[src/rtl/pwm_pkg.sv]
// Shared PWM constants and the capture FSM state type (also used by the PWM generator).
package pwm_pkg;

  localparam int unsigned PWM_PERIOD = 256;
  localparam int unsigned SAMPLE_W   = 8;

  typedef enum logic [1:0] {
    IDLE      = 2'd0,
    WAIT_RISE = 2'd1,
    HIGH      = 2'd2,
    LOW       = 2'd3
  } cap_state_e;

endpackage

[src/rtl/pwm_in_conditioner.sv]
// Input conditioner for the asynchronous PWM line: synchronizer, optional
// 3-sample majority glitch filter (macro PWM_CAPTURE_GLITCH_FILTER_EN), and a
// "primed" flag that rises once the pipeline holds only post-reset samples.
module pwm_in_conditioner #(
  parameter int unsigned SYNC_STAGES = 2
) (
  input  logic clk,
  input  logic reset_n,
  input  logic pwm_in,
  output logic level,
  output logic primed
);

  logic [SYNC_STAGES-1:0] sync_q;

  // Metastability synchronizer chain.
  always_ff @(posedge clk or negedge reset_n) begin
    if (!reset_n) sync_q <= '0;
    else          sync_q <= {sync_q[SYNC_STAGES-2:0], pwm_in};
  end

`ifdef PWM_CAPTURE_GLITCH_FILTER_EN
  // Filter adds two cycles; priming waits until the filter window is fully refilled.
  localparam int unsigned PRIME_DEPTH = SYNC_STAGES + 3;

  logic [1:0] hist_q;
  logic       filt_q;
  logic       sync_s;

  assign sync_s = sync_q[SYNC_STAGES-1];

  // Majority vote over the last three synchronized samples; single-cycle pulses vanish.
  always_ff @(posedge clk or negedge reset_n) begin
    if (!reset_n) begin
      hist_q <= '0;
      filt_q <= 1'b0;
    end else begin
      hist_q <= {hist_q[0], sync_s};
      filt_q <= (sync_s & hist_q[0]) | (sync_s & hist_q[1]) | (hist_q[0] & hist_q[1]);
    end
  end

  assign level = filt_q;
`else
  localparam int unsigned PRIME_DEPTH = SYNC_STAGES;

  assign level = sync_q[SYNC_STAGES-1];
`endif

  logic [PRIME_DEPTH-1:0] prime_q;

  // Marks when level no longer reflects reset-cleared flops.
  always_ff @(posedge clk or negedge reset_n) begin
    if (!reset_n) prime_q <= '0;
    else          prime_q <= {prime_q[PRIME_DEPTH-2:0], 1'b1};
  end

  assign primed = prime_q[PRIME_DEPTH-1];

endmodule

[src/rtl/pwm_capture.sv]
// PWM duty capture: measures the high time of each period of an asynchronous
// PWM line and offers it as an 8-bit sample over a valid/ready handshake.
// Optional glitch filter enabled by defining PWM_CAPTURE_GLITCH_FILTER_EN.
module pwm_capture
  import pwm_pkg::*;
#(
  parameter int unsigned PERIOD      = PWM_PERIOD,
  parameter int unsigned SYNC_STAGES = 2
) (
  input  logic                clk,
  input  logic                reset_n,
  input  logic                pwm_in,
  output logic [SAMPLE_W-1:0] sample_data,
  output logic                sample_valid,
  input  logic                sample_ready,
  output logic                stuck_high,
  output logic                overrun
);

  localparam int unsigned     CNT_W   = $clog2(PERIOD) + 1;
  localparam logic [CNT_W-1:0] CNT_MAX = CNT_W'(PERIOD);
  localparam logic [CNT_W-1:0] CNT_ONE = CNT_W'(1);

  logic level;
  logic primed;
  logic level_d;
  logic rise_c;
  logic fall_c;

  cap_state_e       state_q, state_c;
  logic [CNT_W-1:0] high_q, high_c;
  logic [CNT_W-1:0] per_q, per_c;
  logic [CNT_W-1:0] low_q, low_c;
  logic             stuck_c;
  logic             emit_c;
  logic [SAMPLE_W-1:0] emit_val_c;

  function automatic logic [CNT_W-1:0] sat_inc(input logic [CNT_W-1:0] v);
    return (v >= CNT_MAX) ? v : v + CNT_ONE;
  endfunction

  pwm_in_conditioner #(
    .SYNC_STAGES(SYNC_STAGES)
  ) u_cond (
    .clk    (clk),
    .reset_n(reset_n),
    .pwm_in (pwm_in),
    .level  (level),
    .primed (primed)
  );

  // Delayed copy of the conditioned line for edge detection.
  always_ff @(posedge clk or negedge reset_n) begin
    if (!reset_n) level_d <= 1'b0;
    else          level_d <= level;
  end

  assign rise_c = level & ~level_d;
  assign fall_c = ~level & level_d;

  // FSM state, counters and stuck flag.
  always_ff @(posedge clk or negedge reset_n) begin
    if (!reset_n) begin
      state_q    <= IDLE;
      high_q     <= '0;
      per_q      <= '0;
      low_q      <= '0;
      stuck_high <= 1'b0;
    end else begin
      state_q    <= state_c;
      high_q     <= high_c;
      per_q      <= per_c;
      low_q      <= low_c;
      stuck_high <= stuck_c;
    end
  end

  // Next state, counter updates and sample emission.
  always_comb begin
    state_c    = state_q;
    high_c     = high_q;
    per_c      = per_q;
    low_c      = low_q;
    stuck_c    = stuck_high;
    emit_c     = 1'b0;
    emit_val_c = '0;

    case (state_q)
      IDLE: begin
        // Only start after a low, so a period already in progress is never measured.
        if (primed && !level) begin
          state_c = WAIT_RISE;
          low_c   = CNT_ONE;
        end
      end

      WAIT_RISE, LOW: begin
        if (rise_c) begin
          state_c = HIGH;
          high_c  = CNT_ONE;
          per_c   = CNT_ONE;
          low_c   = '0;
        end else begin
          if (state_q == LOW) per_c = sat_inc(per_q);
          if (low_q + CNT_ONE == CNT_MAX) begin
            emit_c = 1'b1;
            low_c  = '0;
          end else begin
            low_c = low_q + CNT_ONE;
          end
        end
      end

      HIGH: begin
        if (fall_c) begin
          // A fall ending a stuck-high episode produces no sample.
          if (!stuck_high) begin
            emit_c     = 1'b1;
            emit_val_c = SAMPLE_W'(high_q);
          end
          stuck_c = 1'b0;
          state_c = LOW;
          low_c   = CNT_ONE;
          per_c   = sat_inc(per_q);
        end else begin
          high_c = sat_inc(high_q);
          per_c  = sat_inc(per_q);
          if (!stuck_high && sat_inc(high_q) == CNT_MAX) begin
            emit_c     = 1'b1;
            emit_val_c = '1;
            stuck_c    = 1'b1;
          end
        end
      end

      default: state_c = IDLE;
    endcase
  end

  // Output holding register with valid/ready handshake and sticky overrun.
  always_ff @(posedge clk or negedge reset_n) begin
    if (!reset_n) begin
      sample_data  <= '0;
      sample_valid <= 1'b0;
      overrun      <= 1'b0;
    end else if (emit_c) begin
      if (!sample_valid || sample_ready) begin
        sample_data  <= emit_val_c;
        sample_valid <= 1'b1;
      end else begin
        overrun <= 1'b1;
      end
    end else if (sample_valid && sample_ready) begin
      sample_valid <= 1'b0;
    end
  end

endmodule

[config.mk]
export PLATFORM = sky130hd
export DESIGN_NAME = pwm_capture
export DESIGN_NICKNAME = d
export VERILOG_FILES = /design/src/rtl/pwm_pkg.sv /design/src/rtl/pwm_in_conditioner.sv /design/src/rtl/pwm_capture.sv
export SDC_FILE = /design/constraint.sdc
export NUM_CORES = 1
export LEC_CHECK = 0
export BUFFER_PORTS_ARGS = -buffer_cell sky130_fd_sc_hd__buf_4
export CAP_MARGIN = 5
export CORE_ASPECT_RATIO = 0.7
export CORE_MARGIN = 2
export CORE_UTILIZATION = 45
export CTS_CLUSTER_DIAMETER = 100
export DETAILED_ROUTE_END_ITERATION = 7
export GPL_ROUTABILITY_DRIVEN = 1
export PLACE_DENSITY = 0.6
export RECOVER_POWER = 25
export SLEW_MARGIN = 20
export SYNTH_ARGS = -nofsm -noshare
export SYNTH_HDL_FRONTEND = slang
export SYNTH_SLANG_ARGS = --single-unit
[constraint.sdc]
create_clock -name clk -period 6 [get_ports clk]
set_input_delay 1.8 -clock clk [delete_from_list [all_inputs] [get_ports clk]]
set_output_delay 1.8 -clock clk [all_outputs]
set_load 0.01 [all_outputs]
======== After elaboration in Yosys (flattened, before gate mapping) ========
Index checks and enable logic that the tools add are counted.
cells by class
  equality and inequality tests ........... 10
  reductions and logical operators ........ 19
  shifts and indexed selects .............. 0
  bitwise logic cells ..................... 5
  multiplexer cells ....................... 28
  divide/modulo/power cells ............... 0
  $lt $le $gt $ge ......................... 1
  multipliers ............................. 0
  $add $sub $neg .......................... 2
operator list
  cell                                                       count
  two-way mux 9 bit                                          7
  two-way mux 8 bit                                          4
  one-hot mux 9 bit (3 select lines)                         1
  adder 9 x 1 -> 9 bit (second input constant)               2
  equality test 9 bit (second input constant)                2
  one-hot mux 9 bit (2 select lines)                         1
  two-way mux 1 bit                                          10
  AND reduction 2 bit                                        5
  greater-or-equal comparator 9 bit (second input constant)  1
  != test 2 bit (second input constant)                      4
  two-way mux 2 bit                                          3
  one-hot mux 2 bit (3 select lines)                         1
  AND reduction 3 bit                                        2
  nonzero test 2 bit                                         3
  equality test 2 bit (second input constant)                2
  logical AND 1 bit                                          3
  logical NOT 1 bit                                          3
  inverter 1 bit                                             3
  bitwise AND 1 bit                                          2
  equality test 2 x 1 -> 1 bit (second input constant)       1
  logical NOT 2 bit                                          1
  != test 2 x 1 -> 1 bit (second input constant)             1
  one-hot mux 1 bit (2 select lines)                         1
  OR reduction 2 bit                                         1
  logical OR 1 bit                                           1
storage, ports and cells
  word-level logic and storage cells ...... 75
  memory bits (writable) .................. 0
  bits in read-only memories .............. 0
  memories kept ........................... 0
  bits in latches ......................... 0
  output and inout bits ................... 11
  register bits after elaboration ......... 36

======== Depth between registers and ports, before layout ========
Gate-level depths: netlist of run 1.
  word-level depth ........................ 9
  mapped depth ............................ 8

======== By module ========
A second synthesis of run 1 with hierarchy kept.
second synthesis, totals
  cell total of the unflattened synthesis .. 210
  area total of the unflattened synthesis .. 2029.4 µm²
by module, submodules not included
  module              area an instance (µm²)  instances  sequential area each (µm²)  cells an instance
  pwm_capture         1925.6                  1          800.8                       205
  pwm_in_conditioner  103.8                   1          100.1                       5

======== Least setup slack after synthesis of run 1 ========
Ideal clock, no wire load.
  kind .................................... input to register
  from .................................... input port sample_ready
  to ...................................... register sample_data[0]
  data required time ...................... 5.879 ns
  stages .................................. 5
  buffers on the path ..................... 0
  slack ................................... 3.101 ns
  library setup time ...................... 0.121 ns
  data arrival time ....................... 2.778 ns
  path through ............................ nand2b_1 clkinv_1 o41ai_4 o21ai_2 a22o_1
between the ends
  word-level cells in the longest chain between the ends .. 2
ends and longest elaborated chain
  what                           line                text
  start: declaration             pwm_capture.sv:15   input logic sample_ready,
  logical OR 1 bit               pwm_capture.sv:147  if (!sample_valid || sample_ready) begin
  AND reduction 2 bit (no line)  --
  end signal: assignment         pwm_capture.sv:148  sample_data <= emit_val_c;
  end: declaration               pwm_capture.sv:13   output logic [SAMPLE_W-1:0] sample_data,
No other way between the ends.
A chain may end at the register's enable or synchronous reset.

==> summary.md, run 1 <==
| Metric | Value |
|---|---|
| Initial Util | between 40% and 50% |
| Area of the multi-input gates | approximately 990 µm² |
| Count of different cell masters after synthesis | 50 |
| TritonRoute pass-1 iters | 4 |
| DR WL/cell | ~16 µm |
| Worst-Margin Slew | between 1.5 and 2 ns |
| Primary FF master, synth | dfrtp_1 |
| Drt total wl | about 4.3 mm |
| Hold path start | u_cond.sync_q[0]$_DFF_PN0_ |
| H-tree lvl count | 2 |
| Pin count of the biggest net entering global routing | 37 |
| CTS tree | done |
| R2r setup slk | ~3.4 ns |
| Max Cap Viol | 1 |
| Setup TNS | 0 ns |
| Cell area power density | 364 nW/µm² |
| Remaining antenna violation count | 0 |
| Residual DRC | 0 |
| PortBufs | 14 |
| First-pass GRT wire length | 7.57 mm |
| Crit-path max FO | 36 |
| Combinational group share of total power | between 30% and 40% |
| Global Route Usage Sum | about a fifth |
| CP cell instances | clkbuf_1 |
| Ys Warns | 0 |
| CP required | 6.04 ns |
| Clk pwr share | a little over a fifth |
| Nets | 221 |
| Clk slew on worst S/H paths | around 0.070 ns |
| Final Max Slew Viols | 37 |
| Post-Syn Nets | between 200 and 250 |
| Largest stage delay, worst path | between 1 and 1.5 ns |
| Clk sinks | 36 |
| Hold Crit Depth | 0 |
| R2r endpoint | sample_data[0]$_DFFE_PN0P_ |
| Hold buffer count at CTS | 0 |
| FF/Latch Area | 901 µm² |
| Final Hold Fails | 0 |
| Internal power | between 400 and 500 µW |
| RePlAce Congestion | 0.833 |
| Vias in the first global route | 1,513 |
| P_sw | 290 µW |
| Ports | 15 |
| CTS buffer count | 5 |
| Seq pwr share | between 40% and 50% |
| Proportion of layout cells with a drive suffix above 1 | between 10% and 20% |
| Mapped Area | 1960 µm² |
| Vias | between 1.5k and 2k |
| Startpoint types | primary input |
| Relative slew slack | -24.2% |
| Slowest CP cell | clkbuf_1 |
| DIE AREA | 4900 µm² |
| Violated checks | max-capacitance violations, max-slew violations |
| Initial DRC Count | 154 |
| Hold crit path type | reg -> reg |
| Seq cells post-synth | 36 |
| Critical path capture point type | asynchronous set/reset pin |
| Unrepaired setup endpoints after global routing | no |
| Hold EP | u_cond.sync_q[1]$_DFF_PN0_ |
| Fraction of power spent switching nets | between 30% and 40% |
| Cell Rows | 20 |
| Core footprint | roughly 4300 µm² |
| Post-CTS Setup Inserts | 0 |
| Setup Crit Path Kind | in -> async |
| Fraction of registers with async set/reset | 100% |
| Die X | slightly above 80 µm |
| Global route overflow | 0 |
| Peak VDD IR | around 0.18 mV |
| Number of synthesized flops with an enable pin | 0 |
| Fill count | 420 |
| Largest delay share family, worst path | buffers and inverters |
| Worst Path Buf+Inv | 1 |
| Post-synthesis cell count | 203 |
| Part of the cycle the worst path needs | between 50 and 60% |
| Syn Area/Cell | slightly below 10 µm² |
| Worst R2R Path Depth | 7 |
| Root Driver | clkbuf_8 |
| Initial antenna violation count | 0 |
| Area grow syn2layout | 10.6% |
| Final min period | ~3 ns |
| Arrival time worst endpoint | around 3.1 ns |
| Pwr Total | around 790 µW |
| Clock Path Buffers | 2 |
| FMAX | 324 MHz |
| Status | finished, violations left |
| N_diodes | 0 |
| Final setup violation count | 0 |
| Clock latency on the worst-skew pair | around 0.29 ns |
| Clock Skew | ~0.0018 ns |
| Worst r2r src | low_q[0]$_DFFE_PN0P_ |
| Chip Height | ~59 µm |
| Leakage | 0.000940 µW |
| HPWL Detailed | ~3 mm |
| Post_cts resized | 0 |
| Seq/Total Area, Yosys | a little under half |
| DR vias/cell | between 5 and 6 |
==> cells by family after synthesis <==
group           share of synthesized area, %
simple gates                            21.1
compound gates                          24.5
flops                                   46.1
buf+inv                                 3.14
xor+xnor                                2.62
fa+ha+maj                               1.92
other cells                            0.192
mux                                    0.512
==> layer usage <==
layer  track usage [%]  wire length, µm  share of wire (%)
met1              34.0             2350                 54
met2              26.4             1740                 40
met3              4.88              185                4.3
met4              6.32               38               0.88
met5                 0                0                  0
==> cells in the mapped netlist, types with 2 or more instances <==
| library cell | n | area share, % |
|---|---|---|
| dfrtp_1 | 36 | 46 |
| nor2_1 | 27 | 5.2 |
| o21ai_0 | 21 | 5.4 |
| nand2_1 | 12 | 2.3 |
| a21oi_1 | 9 | 2.3 |
| a22o_1 | 8 | 3.6 |
| nand3_1 | 7 | 1.8 |
| nand2b_1 | 6 | 1.9 |
| clkbuf_1 | 5 | 0.96 |
| nor2b_1 | 5 | 1.6 |
| buf_2 | 4 | 1.0 |
| nand4_1 | 4 | 1.3 |
| and3_1 | 3 | 0.96 |
| ha_1 | 3 | 1.9 |
| nand3b_1 | 3 | 1.2 |
| nand4b_1 | 3 | 1.3 |
| o31ai_1 | 3 | 1.2 |
| o41ai_1 | 3 | 1.3 |
| or3_1 | 3 | 0.96 |
| xor2_1 | 3 | 1.3 |
| a22o_2 | 2 | 1.0 |
| a31o_2 | 2 | 0.90 |
| a31oi_1 | 2 | 0.64 |
| inv_1 | 2 | 0.38 |
| o21ai_2 | 2 | 0.90 |
==> layout by cell type (no fill, tap or decap), drive strengths merged, types with 6 or more instances in the layout <==
cell type	instances
dfrtp	36
nor2	27
o21ai	23
nand2	12
buf	12
a22o	10
a21oi	9
nand3	7
clkbuf	7
nand2b	6
==> worst max path at each step <==
stage                       from                          to  slack, ns  cells past startpoint
floorplan           sample_ready  sample_data[0]$_DFFE_PN0P_       3.10                      5
global placement    sample_ready  sample_data[4]$_DFFE_PN0P_       2.93                      6
detailed placement  sample_ready  sample_data[5]$_DFFE_PN0P_       2.85                      6
CTS                 sample_ready  sample_data[4]$_DFFE_PN0P_       3.16                      6
global route             reset_n       high_q[3]$_DFFE_PN0P_       2.52                      1
finish                   reset_n       high_q[1]$_DFFE_PN0P_       2.92                      1
==> metrics by stage <==
stage | instance area (µm²) | utilization (%) | hold WS, ns | setup slack (ns) | cells
3_3_place_gp | 2080 | 48.9 | 0.337 | 2.93 | 262
4_1_cts | 2170 | 50.9 | 0.353 | 3.16 | 270
2_1_floorplan | 1960 | - | 0.331 | 3.10 | 203
3_5_place_dp | 2080 | 48.9 | 0.335 | 2.85 | 262
5_1_grt | 2160 | 50.9 | 0.364 | 2.52 | 270
6_report | 2160 | 50.9 | 0.351 | 2.92 | 270
==> worst reg2reg max path, cell delays in order, from the launching register on <==
cell and delay, ns:
dfrtp_1 0.46, ha_1 0.22, and2_0 0.44, o2111a_2 0.32, o2111ai_4 0.20, o32ai_1 0.35
o21ai_2 0.19, a22o_1 0.27
==> sequential cells by signal, summed over array words and instances, names as in the netlist <==
name,count
sample_valid,1
stuck_high,1
high_q,9
overrun,1
sample_data,8
level_d,1
u_cond.prime_q,2
low_q,9
u_cond.sync_q,2
state_q,2
==> cell type report <==
| type | instances | area share [%] |
|---|---|---|
| multi-input cells | 154 | 45.9 |
| flip-flops and latches | 36 | 41.6 |
| repair buffers | 14 | 4.68 |
| clock buffers | 5 | 3.18 |
| well taps | 55 | 3.18 |
| clock inverters | 3 | 0.868 |
| inverters | 3 | 0.521 |
==> power by group through the flow <==
stage	Combinational (µW)	Clock, µW	Sequential (µW)
6_report	260	169	358
5_1_grt	294	188	370
4_1_cts	262	175	357
3_5_place_dp	259	0	360
3_3_place_gp	252	0	359
2_1_floorplan	167	0	353
Note: power is estimated with default switching activity, not from simulation.
==> inputs of run 2 (changes only) <==
- clock period: 6 -> 3.2 ns (I/O delays scaled with it)
==> run 2 against run 1 <==
The flow still finishes with violations (max-capacitance violations, max-slew violations). Clock power rose by 130%. Flip-flop and latch count is the same. Total power increased by 98%. Critical path depth up 6. Global-route usage decreased by 1.3 points. Via count barely moved. Combinational power up 88%. Cell count increased by 0.37%. Clock skew increased by 0.0043 ns. Count of clock-buffer cells in the layout is the same.
==> summary.md, run 2 (synthesis gave the netlist of run 1 again) <==
| Metric | Value |
|---|---|
| Vias in the first global route | 1,396 (-7.7%) |
| Internal power | 1010 µW (+100%) |
| Violated checks | max-capacitance violations, max-slew violations |
| R2r setup slk | 0.69 ns (-2.75 ns) |
| DIE AREA | 4900 µm² (unchanged) |
| Final setup violation count | 0 (unchanged) |
| Ports | 15 (unchanged) |
| CP required | 3.37 ns (-2.67 ns) |
| Post_cts resized | 0 (unchanged) |
| Max Cap Viol | 1 (unchanged) |
| Clock Skew | 0.00614 ns (+0.00434 ns) |
| Chip Height | 59.2 µm (unchanged) |
| Root Driver | clkbuf_8 |
| Setup Crit Path Kind | reg -> reg |
| Clk pwr share | 25.2% (+3.7 points) |
| Final Non-Filler Cells | 271 (+0.37%) |
| Initial DRC Count | 186 (+21%) |
| Fraction of power spent switching nets | 34.8% (-1.9 points) |
| Clk sinks | 36 (unchanged) |
| Cell Rows | 20 (unchanged) |
| Worst-Margin Slew | 1.92 ns (+0.0580 ns) |
| Pin count of the biggest net entering global routing | 37 (unchanged) |
| Placed insts | 263 (+0.38%) |
| Hold crit path type | reg -> reg |
| Most frequent cells in the layout | dfrtp_1 (36), nor2_1 (27), o21ai_0 (21) |
| Drt total wl | 4.26 mm (-1.1%) |
| Final Max Slew Viols | 37 (unchanged) |
| CTS buffer count | 5 (unchanged) |
| First-pass GRT wire length | 7.09 mm (-6.3%) |
| P_sw | 542 µW (+87%) |
| HPWL Detailed | 2.98 mm (-2.1%) |
| Clock Path Buffers | 2 (unchanged) |
| Global Route Usage Sum | 19.4% (-1.3 points) |
| Initial antenna violation count | 0 (unchanged) |
| Clock latency on the worst-skew pair | 0.28 ns (about the same) |
| Leakage | 0.000951 µW (+1.2%) |
| Global route overflow | 0 (unchanged) |
| DR vias/cell | 5.84 (-0.43%) |
| Status | finished, violations left |
| Clk slew on worst S/H paths | 0.07 ns (about the same) |
| Unrepaired setup endpoints after global routing | no |
| Vias | 1,583 (-0.063%) |
| Setup TNS | 0 ns (unchanged) |
| Critical path capture point type | flip-flop |
| Die X | 82.8 µm (unchanged) |
| TritonRoute pass-1 iters | 4 (unchanged) |
| Part of the cycle the worst path needs | 78.4% |
| Peak VDD IR | 0.421 mV (+130%) |
| Startpoint types | flip-flop |
| Crit-path max FO | 8 (-78%) |
| Proportion of layout cells with a drive suffix above 1 | 15.3% (+0.39 points) |
| Combinational group share of total power | 31.5% (-1.6 points) |
| Post-CTS Setup Inserts | 0 (unchanged) |
| Cell area power density | 709 nW/µm² (+95%) |
| Most common cell after layout, fill and taps aside | dfrtp_1 |
| PortBufs | 14 (unchanged) |
| Area of the multi-input gates | 993 µm² (unchanged) |
| Seq pwr share | 43.3% (-2.1 points) |
| Hold buffer count at CTS | 0 (unchanged) |
| FF/Latch Area | 901 µm² (unchanged) |
| Residual DRC | 0 (unchanged) |
| DR WL/cell | 15.7 µm (-1.5%) |
| Largest regs | high_q: 9 flops, low_q: 9 flops, sample_data: 8 flops |
| Final min period | 2.51 ns |
| Fill count | 381 (-9.3%) |
| H-tree lvl count | 2 (unchanged) |
| Core footprint | 4250 µm² (unchanged) |
| Remaining antenna violation count | 0 (unchanged) |
| FMAX | between 300 and 400 MHz |
| Initial Util | 46.0% (unchanged) |
| Relative slew slack | -28.0% (-3.9 points) |
| Area grow syn2layout | 12.2% |
| RePlAce Congestion | 0.831 (-0.18%) |
| N_diodes | 0 (unchanged) |
| Arrival time worst endpoint | 2.68 ns (-0.45 ns) |
| Final Hold Fails | 0 (unchanged) |
| Nets | 222 (+0.45%) |
| CTS tree | done |
run 2: worst max-delay path: stages (launching register included):
cell and delay (ns):
dfrtp_1 0.45, ha_1 0.22, and2_0 0.40, o2111a_2 0.31
o2111ai_4 0.19, o32ai_1 0.36, o21ai_2 0.20, a22o_1 0.27
run 2: path summary, 6_finish.rpt:
check	startpoint	to	cells after the start
worst max-delay path	low_q[0]$_DFFE_PN0P_	sample_data[6]$_DFFE_PN0P_	7
worst min-delay path	u_cond.sync_q[0]$_DFF_PN0_	u_cond.sync_q[1]$_DFF_PN0_	0
worst max register to register	low_q[0]$_DFFE_PN0P_	sample_data[6]$_DFFE_PN0P_	7
worst min register to register	u_cond.sync_q[0]$_DFF_PN0_	u_cond.sync_q[1]$_DFF_PN0_	0
max in group asynchronous	reset_n	high_q[0]$_DFFE_PN0P_	1
min in group asynchronous	reset_n	sample_data[4]$_DFFE_PN0P_	1
run 2: cell type report:
type	instances	area share, %
Clock buffer	5	3.14
Clock inverter	3	1.94
Timing Repair Buffer	15	4.96
Tap cell	55	3.14
Sequential cell	36	41.0
Multi-Input combinational cell	154	45.3
Inverter	3	0.513
run 2: power by group through the flow:
stage          Clock [µW]  Combinational (µW)  Sequential, µW
2_1_floorplan           0                 312             663
3_3_place_gp            0                 478             672
3_5_place_dp            0                 484             678
4_1_cts               402                 488             672
5_1_grt               429                 546             689
6_report              392                 490             674
run 2: routing by layer:
layer	track usage (%)	routed length, µm
met1	33.1	2290
met4	3.51	16
met5	0	0
met3	4.73	231
met2	24.2	1720
run 2: metrics by stage:
| step | power, µW | setup WS (ns) | util [%] | hold slack (ns) | instance area, µm² |
|---|---|---|---|---|---|
| after global placement | 1150 | 0.859 | 49.1 | 0.343 | 2090 |
| after floorplan | 975 | 1.07 | - | 0.331 | 1960 |
| after CTS | 1560 | 0.703 | 51.7 | 0.356 | 2200 |
| after global routing | 1660 | 0.526 | 51.6 | 0.363 | 2190 |
| final | 1560 | 0.691 | 51.6 | 0.354 | 2190 |
| after detailed placement | 1160 | 0.717 | 49.1 | 0.339 | 2090 |
==> inputs of run 3 (changes only) <==
- PLACE_DENSITY: 0.6 -> 0.62
- clock period: 3.2 -> 2 ns (I/O delays scaled with it)
==> run 3 against run 2 <==
The flow finishes with violations (negative setup slack). Routed wire length increased by 25%. Core utilization rose by 12 points. Clock power grew 36%. Sequential share of layout area is 7.3 points lower. Critical path type unchanged. Critical endpoint is now sample_data[3]$_DFFE_PN0P_.
==> summary.md, run 3 (synthesis gave the netlist of run 1 again) <==
| Metric | Value |
|---|---|
| Chip Height | 59.2 µm (unchanged) |
| DR WL/cell | 16.7 µm (+5.9%) |
| Most common cell after layout, fill and taps aside | buf_4 |
| Clock Skew | 0.00607 ns (-0.0000730 ns) |
| Violated checks | negative setup slack |
| Max Cap Viol | 0 (-1) |
| Most frequent cells in the layout | buf_4 (58), dfrtp_1 (31), nor2_1 (27) |
| First-pass GRT wire length | 8.54 mm (+20%) |
| Hold path start | u_cond.prime_q[0]$_DFF_PN0_ |
| CP required | 2.18 ns (-1.19 ns) |
| Remaining antenna violation count | 0 (unchanged) |
| Peak VDD IR | 0.666 mV (+58%) |
| Final min period | 2.03 ns (-0.482 ns) |
| Placed insts | 298 (+13%) |
| HPWL Detailed | 3.38 mm (+14%) |
| Clk sinks | 36 (unchanged) |
| Die X | 82.8 µm (unchanged) |
| Worst r2r src | low_q[0]$_DFFE_PN0P_ |
| Nets | 270 (+22%) |
| Critical path capture point type | flip-flop |
| Area grow syn2layout | 37.4% |
| Crit-path max FO | 8 (unchanged) |
| TritonRoute pass-1 iters | 4 (unchanged) |
| CTS buffer count | 5 (unchanged) |
| Final setup violation count | 8 (+8) |
| RePlAce Congestion | 0.870 (+4.7%) |
| Proportion of layout cells with a drive suffix above 1 | 38.3% (+23 points) |
| Hold crit path type | reg -> reg |
| Startpoint types | flip-flop |
| Hold buffer count at CTS | 0 (unchanged) |
| H-tree lvl count | 2 (unchanged) |
| DIE AREA | 4900 µm² (unchanged) |
| DR vias/cell | 5.72 (-2.0%) |
| Vias | 1,826 (+15%) |
| Leakage | 0.00119 µW (+25%) |
| Pwr Total | 2890 µW (+86%) |
| Clk slew on worst S/H paths | 0.07 ns (about the same) |
| Clock latency on the worst-skew pair | 0.29 ns (about the same) |
| CTS tree | done |
| FMAX | 493 MHz (+24%) |
| Initial Util | 46.0% (unchanged) |
| Initial antenna violation count | 0 (unchanged) |
| Place WS | -0.243 ns (-0.959 ns) |
| Clock Path Buffers | 2 (unchanged) |
| N_diodes | 0 (unchanged) |
| Largest regs | high_q: 9 flops, low_q: 9 flops, sample_data: 8 flops |
| Root Driver | clkbuf_8 |
| Pin count of the biggest net entering global routing | 37 (unchanged) |
| Cell area power density | 1080 nW/µm² (+52%) |
| Worst setup path startpoint | low_q[0]$_DFFE_PN0P_ |
| Worst-Margin Slew | 0.890 ns (-1.03 ns) |
| Unrepaired setup endpoints after global routing | yes |
| Relative slew slack | 40.7% (+69 points) |
| Final worst slack | -0.0276 ns (-0.718 ns) |
| Global Route Usage Sum | 23.7% (+4.2 points) |
| Cell Rows | 20 (unchanged) |
| PortBufs | 14 (unchanged) |
| Final Non-Filler Cells | 319 (+18%) |
| Ports | 15 (unchanged) |
| Setup Crit Path Kind | reg -> reg |
| Global route overflow | 0 (unchanged) |
| Final Hold Fails | 0 (unchanged) |
| Residual DRC | 0 (unchanged) |
| Arrival time worst endpoint | 2.21 ns (-0.47 ns) |
| Drt total wl | 5.31 mm (+25%) |
| Vias in the first global route | 1,711 (+23%) |
| Core footprint | 4250 µm² (unchanged) |
| Final Max Slew Viols | 0 (-100%) |
| Status | finished, violations left |
| Initial DRC Count | 218 (+17%) |
| Part of the cycle the worst path needs | 101% (+23 points) |
-- run 3: worst max-delay path, cell delays in order (launching register included) --
cell and delay (ns):
dfrtp_2 0.47, a2111oi_4 0.38, a31o_2 0.18, o2111ai_4 0.13
o41ai_4 0.36, o21ai_4 0.16, a22o_1 0.25
-- run 3: area by class of cell --
| type | count | area, µm² |
|---|---|---|
| repair buffers | 63 | 482 |
| multi-input cells | 154 | 1120 |
| inverters | 3 | 11.3 |
| flip-flops and latches | 36 | 907 |
| clock inverters | 1 | 7.51 |
| clock buffers | 7 | 86.3 |
| fillers | 344 | 1570 |
| well taps | 55 | 68.8 |
-- run 3: power breakdown --
| part | internal [µW] | switching (µW) |
|---|---|---|
| logic | 673 | 614 |
| clock network | 280 | 254 |
| registers | 901 | 169 |
| total | 1850 | 1040 |
-- run 3: per-layer routing --
metal  global-route usage, %  wire length, µm  vias up
li1                        -                -      862
met1                    35.7             2580      899
met2                    33.4             2320       61
met3                    5.03              372        4
met4                    8.67               46        0
met5                       0                0        -
-- run 3: what timing repair did --
item | in CTS | in global routing
pin swaps | 14 | 10
gates resized for setup | 24 | 8
cloned | 0 | 0
setup endpoints to repair | 10 | 11
endpoints found under the hold margin | 0 | 0
setup buffers | 10 | 3
-- run 3: worst paths after layout --
check | endpoint | slack, ns | cells past startpoint
worst min register to register | u_cond.prime_q[1]$_DFF_PN0_ | 0.35 | 0
worst max-delay path | sample_data[3]$_DFFE_PN0P_ | -0.03 | 6
worst max register to register | sample_data[3]$_DFFE_PN0P_ | -0.03 | 6
min in group asynchronous | sample_data[7]$_DFFE_PN0P_ | 0.42 | 1
max in group asynchronous | low_q[4]$_DFFE_PN0P_ | 0.96 | 1
worst min-delay path | u_cond.prime_q[1]$_DFF_PN0_ | 0.35 | 0
-- run 3: per-stage QoR --
step	utilization [%]	TNS (ns)	hold WS, ns	cell area (µm²)
after global routing	63.2	-1.28	0.366	2690
after detailed placement	55.6	-2.05	0.340	2360
after floorplan	-	-0.469	0.304	1970
after CTS	61.5	-0.0244	0.268	2620
final	63.2	-0.139	0.353	2690
after global placement	55.6	-1.25	0.337	2360
